## config.mk

```make
export PLATFORM = sky130hd
export DESIGN_NAME = rtc_bus_transaction_ctrl
export DESIGN_NICKNAME = d
export VERILOG_FILES = /design/src/rtl/rtc_bus_pkg.sv /design/src/rtl/rtc_bus_phase_timer.sv /design/src/rtl/rtc_bus_transaction_ctrl.sv
export SDC_FILE = /design/constraint.sdc
export NUM_CORES = 1
export LEC_CHECK = 0
export ABC_CLOCK_PERIOD_IN_PS = 5400
export BUFFER_PORTS_ARGS = -buffer_cell sky130_fd_sc_hd__buf_4
export CORE_ASPECT_RATIO = 0.75
export CORE_UTILIZATION = 52
export CTS_CLUSTER_DIAMETER = 200
export DETAILED_ROUTE_END_ITERATION = 8
export PLACE_DENSITY_LB_ADDON = 0.15
export SYNTH_ARGS = -nofsm -noshare
export SYNTH_HDL_FRONTEND = slang
export SYNTH_SLANG_ARGS = --single-unit
```

## constraint.sdc

```tcl
create_clock -name clk -period 5.4 [get_ports clk]
set_input_delay 0.54 -clock clk [delete_from_list [all_inputs] [get_ports clk]]
set_output_delay 0.54 -clock clk [all_outputs]
set_load 0.02 [all_outputs]
```

## src/rtl/rtc_bus_pkg.sv

```systemverilog
// Shared definitions for the RTC bus transaction controller and its sequencer.
// Contents:
//   bus_state_e     - bus cycle state encoding
//   T_FASE_DEF      - default clock cycles per bus phase (legal 1..15)
//   CMD_BASE_DEF    - addresses at or above this are command cycles (address phase only)
//   ADDR_*          - register and command addresses used by the sequencer
//   phase_reload()  - phase timer reload value for a given phase length
package rtc_bus_pkg;

    typedef enum logic [2:0] {
        IDLE     = 3'd0,
        A_SETUP  = 3'd1,
        A_STROBE = 3'd2,
        A_HOLD   = 3'd3,
        D_SETUP  = 3'd4,
        D_STROBE = 3'd5,
        D_HOLD   = 3'd6,
        DONE     = 3'd7
    } bus_state_e;

    localparam int unsigned T_FASE_DEF   = 4;
    localparam logic [7:0]  CMD_BASE_DEF = 8'hF0;

    // Command cycles
    localparam logic [7:0] ADDR_CMD_F0 = 8'hF0;
    localparam logic [7:0] ADDR_CMD_F1 = 8'hF1;
    localparam logic [7:0] ADDR_CMD_F2 = 8'hF2;

    // Clock / calendar registers
    localparam logic [7:0] ADDR_SEG     = 8'h21;
    localparam logic [7:0] ADDR_MIN     = 8'h22;
    localparam logic [7:0] ADDR_HORA    = 8'h23;
    localparam logic [7:0] ADDR_DIA     = 8'h24;
    localparam logic [7:0] ADDR_MES     = 8'h25;
    localparam logic [7:0] ADDR_ANIO    = 8'h26;
    localparam logic [7:0] ADDR_DIA_SEM = 8'h27;

    // Timer registers
    localparam logic [7:0] ADDR_T_SEG  = 8'h41;
    localparam logic [7:0] ADDR_T_MIN  = 8'h42;
    localparam logic [7:0] ADDR_T_HORA = 8'h43;

    // The timer counts T-1 down to 0, so a phase occupies exactly T cycles.
    function automatic logic [3:0] phase_reload(input int unsigned t_fase);
        return 4'(t_fase - 1);
    endfunction

endpackage

```

## src/rtl/rtc_bus_phase_timer.sv

```systemverilog
// Phase timer for the RTC bus controller: 4-bit down-counter.
// Ports:
//   clk        - system clock
//   reset      - synchronous active-high reset
//   load_i     - reload the counter with load_val_i (asserted on state entry)
//   load_val_i - reload value (phase length minus one)
//   tc_o       - terminal count: counter is at zero (last cycle of the phase)
module rtc_bus_phase_timer (
    input  logic       clk,
    input  logic       reset,
    input  logic       load_i,
    input  logic [3:0] load_val_i,
    output logic       tc_o
);

    logic [3:0] cnt_q;
    logic [3:0] cnt_d;

    always_comb begin
        cnt_d = cnt_q;
        if (load_i) begin
            cnt_d = load_val_i;
        end else if (cnt_q != 4'd0) begin
            cnt_d = cnt_q - 4'd1;
        end
    end

    always_ff @(posedge clk) begin
        if (reset) begin
            cnt_q <= 4'd0;
        end else begin
            cnt_q <= cnt_d;
        end
    end

    assign tc_o = (cnt_q == 4'd0);

endmodule

```

## src/rtl/rtc_bus_transaction_ctrl.sv

```systemverilog
// RTC bus transaction controller: converts one register request from the
// sequencer into a timed address/data multiplexed bus cycle.
// Ports:
//   clk, reset              - clock, synchronous active-high reset
//   in_en_funcion_rtc       - request (sampled only in IDLE)
//   in_funcion_w_r          - 1 = write, 0 = read
//   in_flag_inicio          - write data source select (1 = init data, 0 = user data)
//   in_addr_ram_rtc         - register / command address
//   in_dato_inicio          - init-sequence write data
//   in_dato_usuario         - user write data
//   in_bus                  - AD bus read value
//   out_bus, out_bus_oe     - AD bus drive value and enable
//   out_cs_n, out_rd_n, out_wr_n, out_ad - bus control (all registered)
//   out_flag_done           - one-cycle completion pulse
//   out_dato_leido, out_addr_leido - last read byte and its address
//   out_dato_valido         - one-cycle strobe with done on register reads
// Handshake: a request is accepted on any edge where the controller is IDLE and
// in_en_funcion_rtc = 1; the request inputs are then ignored until done has
// pulsed and the controller is back in IDLE.
module rtc_bus_transaction_ctrl
    import rtc_bus_pkg::*;
#(
    parameter int unsigned T_FASE   = T_FASE_DEF,
    parameter logic [7:0]  CMD_BASE = CMD_BASE_DEF
) (
    input  logic       clk,
    input  logic       reset,
    input  logic       in_en_funcion_rtc,
    input  logic       in_funcion_w_r,
    input  logic       in_flag_inicio,
    input  logic [7:0] in_addr_ram_rtc,
    input  logic [7:0] in_dato_inicio,
    input  logic [7:0] in_dato_usuario,
    input  logic [7:0] in_bus,
    output logic [7:0] out_bus,
    output logic       out_bus_oe,
    output logic       out_cs_n,
    output logic       out_rd_n,
    output logic       out_wr_n,
    output logic       out_ad,
    output logic       out_flag_done,
    output logic [7:0] out_dato_leido,
    output logic [7:0] out_addr_leido,
    output logic       out_dato_valido
);

    localparam logic [3:0] PHASE_RELOAD = phase_reload(T_FASE);

    bus_state_e state_q, state_d;
    logic [7:0] addr_q, addr_d;
    logic [7:0] data_q, data_d;
    logic       wr_q, wr_d;
    logic [7:0] rd_q;
    logic       tc;
    logic       accept;
    logic       is_cmd;

    assign accept = (state_q == IDLE) && in_en_funcion_rtc;
    assign is_cmd = (addr_q >= CMD_BASE);

    // Request latch values; outputs are registered from these so the address
    // is already on the bus in the first A_SETUP cycle.
    always_comb begin
        addr_d = addr_q;
        data_d = data_q;
        wr_d   = wr_q;
        if (accept) begin
            addr_d = in_addr_ram_rtc;
            data_d = in_flag_inicio ? in_dato_inicio : in_dato_usuario;
            wr_d   = in_funcion_w_r;
        end
    end

    always_comb begin
        state_d = state_q;
        unique case (state_q)
            IDLE:     if (in_en_funcion_rtc) state_d = A_SETUP;
            A_SETUP:  if (tc) state_d = A_STROBE;
            A_STROBE: if (tc) state_d = A_HOLD;
            A_HOLD:   if (tc) state_d = is_cmd ? DONE : D_SETUP;
            D_SETUP:  if (tc) state_d = D_STROBE;
            D_STROBE: if (tc) state_d = D_HOLD;
            D_HOLD:   if (tc) state_d = DONE;
            DONE:     state_d = IDLE;
            default:  state_d = IDLE;
        endcase
    end

    rtc_bus_phase_timer u_phase_timer (
        .clk       (clk),
        .reset     (reset),
        .load_i    (state_d != state_q),
        .load_val_i(PHASE_RELOAD),
        .tc_o      (tc)
    );

    // Outputs are decoded from the next state and registered, so every strobe
    // changes only on a phase boundary and is glitch-free.
    always_ff @(posedge clk) begin
        if (reset) begin
            state_q         <= IDLE;
            addr_q          <= 8'h00;
            data_q          <= 8'h00;
            wr_q            <= 1'b0;
            rd_q            <= 8'h00;
            out_bus         <= 8'h00;
            out_bus_oe      <= 1'b0;
            out_cs_n        <= 1'b1;
            out_rd_n        <= 1'b1;
            out_wr_n        <= 1'b1;
            out_ad          <= 1'b1;
            out_flag_done   <= 1'b0;
            out_dato_valido <= 1'b0;
            out_dato_leido  <= 8'h00;
            out_addr_leido  <= 8'h00;
        end else begin
            state_q <= state_d;
            addr_q  <= addr_d;
            data_q  <= data_d;
            wr_q    <= wr_d;
            // Read data is taken at the end of the last read-strobe cycle.
            if (state_q == D_STROBE && tc) begin
                rd_q <= in_bus;
            end

            out_bus         <= 8'h00;
            out_bus_oe      <= 1'b0;
            out_cs_n        <= 1'b1;
            out_rd_n        <= 1'b1;
            out_wr_n        <= 1'b1;
            out_ad          <= 1'b1;
            out_flag_done   <= 1'b0;
            out_dato_valido <= 1'b0;

            unique case (state_d)
                A_SETUP, A_STROBE, A_HOLD: begin
                    out_bus    <= addr_d;
                    out_bus_oe <= 1'b1;
                    out_cs_n   <= 1'b0;
                    out_wr_n   <= (state_d != A_STROBE);
                end
                D_SETUP, D_STROBE, D_HOLD: begin
                    out_ad   <= 1'b0;
                    out_cs_n <= 1'b0;
                    if (wr_d) begin
                        out_bus    <= data_d;
                        out_bus_oe <= 1'b1;
                        out_wr_n   <= (state_d != D_STROBE);
                    end else begin
                        out_rd_n   <= (state_d != D_STROBE);
                    end
                end
                DONE: begin
                    out_flag_done <= 1'b1;
                    if (!wr_q && !is_cmd) begin
                        out_dato_valido <= 1'b1;
                        out_dato_leido  <= rd_q;
                        out_addr_leido  <= addr_q;
                    end
                end
                default: begin
                end
            endcase
        end
    end

endmodule

```

Word-level counts from Yosys, hierarchy flattened
Cells that the tools add are included.

word-level totals
  flip-flop bits (word level) = 63
  input port bits = 37
  output and inout port bits = 31
  word-level logic and storage cells = 79

cells by class
  add/subtract/negate cells = 1
  order comparisons = 1
  equality and inequality tests = 17
  mux-type cells = 25
  bitwise operators = 2
  reductions and logical operators = 16

operators with widths
  kind                 count
  $mux 8               4
  $eq 3x3->1 const B   8
  $pmux 3 s8           1
  $mux 3               7
  $pmux 8 s2           1
  $eq 3x2->1 const B   4
  $reduce_or 3->1      3
  $ge 8x8->1 const B   1
  $mux 1               7
  $eq 3x1->1 const B   2
  $mux 2               3
  $reduce_or 6->1      1
  $logic_not 4->1      1
  $pmux 1 s2           2
  $reduce_bool 4->1    1
  $reduce_or 2->1      2
  $sub 4x1->4 const B  1
  $logic_and 1x1->1    3
  $logic_not 3->1      1
  $ne 3x2->1 const B   1
  $ne 3x3->1           1
  $ne 3x3->1 const B   1
  $logic_not 1->1      2
  $not 1->1            2
  other kinds (2)      2

Logic depth before layout (Yosys ltp)
  depth after elaboration = 8
  depth in mapped cells = 9
  mapped depth without buffers = 7

Cells and area by module
A second synthesis with hierarchy kept.

unflattened totals
  cells, all modules = 275
  area, all modules = 2621.3 um2

by module, submodules not included
  module                    times used  cells each  area an instance (um2)  sequential area each (um2)
  rtc_bus_transaction_ctrl  1           251         2392.3                  1181.1
  rtc_bus_phase_timer       1           24          229.0                   80.1

Worst setup path before layout
Ideal clock, no wire load.

  path kind = reg2reg
  start = register u_phase_timer.cnt_q[0]
  end = register out_wr_n
  setup time = 114 ps
  data arrival time = 2039 ps
  required time = 5286 ps
  slack = 3247 ps
  cell stages (with the launch flop) = 9
  period minus slack after synthesis = 2153 ps
  cell sequence = dfxtp_1 inv_1 ha_1 or3b_1 buf_6 a211oi_2 o2bb2ai_1 or4_1 a21o_1

between the ends
  word-level cells in the longest chain between the ends = 6

RTL lines
  element                                    RTL line                                                          text
  start, declared                            rtc_bus_phase_timer.sv:16                                         logic [3:0] cnt_q;
  start signal, assigned                     rtc_bus_phase_timer.sv:32                                         cnt_q <= cnt_d;
  $logic_not 4->1 (*)                        rtc_bus_phase_timer.sv:36                                         assign tc_o = (cnt_q == 4'd0);
  $mux 3, or another cell as far along       rtc_bus_transaction_ctrl.sv:83                                    D_HOLD: if (tc) state_d = DONE;
  $pmux 3 s8 (*)                             rtc_bus_transaction_ctrl.sv:76                                    unique case (state_q)
  $eq 3x3->1, or another cell as far along   rtc_bus_transaction_ctrl.sv:135                                   unique case (state_d)
  $reduce_or 3->1 or $mux 1 (tied branches)  rtc_bus_transaction_ctrl.sv:135, rtc_bus_transaction_ctrl.sv:145
  $pmux 1 s2 (*)                             rtc_bus_transaction_ctrl.sv:135
  end signal, assigned                       rtc_bus_transaction_ctrl.sv:140                                   out_wr_n <= (state_d != A_STROBE);
  end signal, assigned                       rtc_bus_transaction_ctrl.sv:148                                   out_wr_n <= (state_d != D_STROBE);
  end, declared                              rtc_bus_transaction_ctrl.sv:39                                    output logic out_wr_n,

Mark *: on every way between the ends. The rest lies on a longest branch, timed or not.
A chain may end at the register's enable or synchronous reset.

Final worst setup path
  start = register u_phase_timer.cnt_q[0]
  end = register out_addr_leido[1]

between the ends
  word-level cells in the longest chain between the ends = 5

RTL lines
  element                                RTL line                         text
  $logic_not 4->1 (*)                    rtc_bus_phase_timer.sv:36
  $mux 3, or another cell as far along   rtc_bus_transaction_ctrl.sv:83
  $pmux 3 s8 (*)                         rtc_bus_transaction_ctrl.sv:76
  $eq 3x3->1 (*)                         rtc_bus_transaction_ctrl.sv:135
  $reduce_and 2->1 (no source line) (*)  -
  end signal, assigned                   rtc_bus_transaction_ctrl.sv:158  out_addr_leido <= addr_q;
  end, declared                          rtc_bus_transaction_ctrl.sv:43   output logic [7:0] out_addr_leido,

Marks and branches as above.

==> metrics.yaml <==
clocking:
  cts.clk_slew.worst_paths_ps: 60
  clock_latency_ps: 330
  root_buffer: "clkbuf_8"
  cts_buffers: 9
  cts_max_level: 3
  ctsResizeCount: 0
  cts_buffer_depth: 2
  cts_tree: "built"
  holdBufCountCts: 0
  cts_sinks: 63
  postCtsSetupBuffers: 0
worst_setup_path:
  critPathKind: "reg -> reg"
  cp.required_ps: 5600
  arrival_ps: 2790
  cp_max_fo: 17
  slowest_stage: "nand3_1"
  start_kind: "register"
  cp-end-kind: "register"
  crit_chain: "inv_1 > ha_1 > nor3b_2 > nand3_1 > mux2i_1 > nor2_1"
  critPathMaxStageDelay_ps: 880
global_routing:
  met3_usage: 0.105
  use_met1: 0.283
  top_usage_layer: "met2"
  gr-usage-all-layers: 0.217
  grt-ovfl-total: 0
  grt_max_degree: 55
  grt_pass1_wl_mm: 7.87
  antenna_found_initial: 0
  first_global_vias: 1667
  met2_usage: 0.315
floorplanning:
  fp.dieW_um: 81.9
  dieArea_sq_um: 5080
  io_pins: 68
  start_util: 0.551
  die_h_um: 62.0
  coreArea_sq_um: 4520
  rows: 21
sta:
  fin_skew_ps: 6.01
  period_needed_ps: 2590
  period_share: 0.480
  max_freq_mhz: 386
  hold_viol: 0
  worst_slew_pin_slew_ps: 1110
  fin_tns_setup_ps: 0
  maxSlewViolCount: 0
  rsz0062_at_grt: "no"
  setup_viol: 0
  relSlewSlack: 0.258
synthesis:
  synthTopCellsByArea: "dfxtp_1 (51%), mux2i_1 (16%), nor2_1 (8.4%)"
  synth_top_family_by_area: "multiplexers"
  synth_fa_ha_area_frac: 0.00502
  async_flop_share: 0
  synth_edf_count: 0
  synth.distinct_cells: 40
  synth_area_sq_um: 2490
  ys_seq_area_frac: 0.506
  synth_compound_area_frac: 0.108
  synth_top_area_share: 0.506
  synth_top_area_cell: "dfxtp_1"
  synth-xor-area-share: 0.00351
  ys.flop_type: "dfxtp_1"
  synthCells: 261
  syn_nets: 299
  synth.ff_latch_count: 63
  avgSynthCellArea_sq_um: 9.55
  synth_common_cells: "dfxtp_1 (63), nor2_1 (56), mux2i_1 (41)"
  muxShareOfSynthArea: 0.169
  yosys.area_share.simple: 0.168
  yosys_warnings: 0
  yosysMostFrequentCell: "dfxtp_1"
cells_and_area:
  seq_area_sq_um: 1260
  multi_input_area_sq_um: 1140
  fin_util: 0.698
  fillerInstances: 365
  insertedDiodeCount: 0
  syn_to_final_growth_pct: 26.6
  final_nets: 358
  final_layout_size_suffix_gt1_frac: 0.263
placed_design:
  dp_hpwl_mm: 3.60
  io_buffers: 67
  gp_congestion: 0.849
route:
  vias: 1996
  routed_via_density: 5.25
  remaining_drc_errors: 0
  dr.pass1.iters: 4
  drt-initial-drc-count: 107
  antenna_left: 0
  routedWlPerCell_um: 13.7
  routed_wl_mm: 5.21
power:
  power.leakage_nw: 1.45
  power.density_nw_per_um2: 391
  vdd_drop_max_mv: 0.206
job:
  drv_cap: 0
outcome:
  run_status: "completed"
worst_hold_path:
  worstHoldPathType: "in -> reg"
[through the flow]
step	cell area, sq um	total power (W)	hold WS, ps	worst slack [ps]	std cells
global route	3160	0.00131	437	2690	380
finish	3160	0.00123	445	2810	380
floorplan	2490	0.000817	460	3250	261
CTS	3160	0.00124	426	2790	380
global placement	2990	0.000890	469	2910	366
detailed placement	2990	0.000896	477	2880	366
[final cells by class]
cell class,count,share of cell area
Sequential cell,63,0.400
Inverter,2,0.00238
Timing Repair Buffer,68,0.162
Clock inverter,1,0.00159
Clock buffer,13,0.0504
Multi-Input combinational cell,176,0.362
Tap cell,57,0.0226
[where the power goes]
group / switching (W) / internal (W) / total, W
registers: 0.0000451 / 0.000516 / 0.000561
logic: 0.000187 / 0.000142 / 0.000329
clock network: 0.000157 / 0.000186 / 0.000343
total: 0.000389 / 0.000844 / 0.00123
[critical path, delay by kind of cell (launching register included)]
kind | cells | cell delay (ps)
flops | 1 | 300
buf+inv | 1 | 80
mux | 1 | 470
fa+ha+maj | 1 | 210
simple gates | 3 | 1380
[metal layers]
metal / vias to the layer above / routed length, um
li1: 1019 / -
met1: 900 / 2570
met2: 70 / 2200
met3: 7 / 376
met4: 0 / 61
met5: - / 0
[cell families (layout without fill, tap and decap cells)]
group           Yosys count  in the layout
simple gates             93             93
mux                      42             42
compound gates           39             39
xor+xnor                  1              1
buf+inv                  22             84
fa+ha+maj                 1              1
flops                    63             63
[worst paths after layout]
kind / from / endpoint / slack, ps / depth (start not counted)
max: u_phase_timer.cnt_q[0] / out_addr_leido[1] / 2810 / 6
min: in_bus[2] / rd_q[2] / 440 / 3
max reg2reg: u_phase_timer.cnt_q[0] / out_addr_leido[1] / 2810 / 6
min reg2reg: rd_q[5] / out_dato_leido[5] / 490 / 2
[placed cells by master (no fill, tap or decap), types with 2 or more instances in the layout]
cell / synthesis / routed
o2bb2ai_1: 2 / 2
nand3_1: 3 / 3
o22a_1: 8 / 8
dfxtp_1: 63 / 63
nor3_1: 7 / 7
nand2_1: 15 / 15
nor2_1: 56 / 56
clkbuf_8: 0 / 11
o21ai_0: 10 / 10
a311o_1: 2 / 2
o21ai_1: 2 / 2
clkbuf_1: 11 / 2
inv_1: 2 / 2
buf_4: 1 / 68
a21oi_1: 7 / 7
mux2i_1: 41 / 41
a21o_1: 2 / 2
[sequential cells by signal (all words and copies together), names as in the netlist, 3 cells and up]
signal	cells
u_phase_timer.cnt_q	4
out_bus	8
data_q	8
rd_q	8
out_addr_leido	8
addr_q	8
out_dato_leido	8
state_q	3
(Power assumes the default switching activity.)
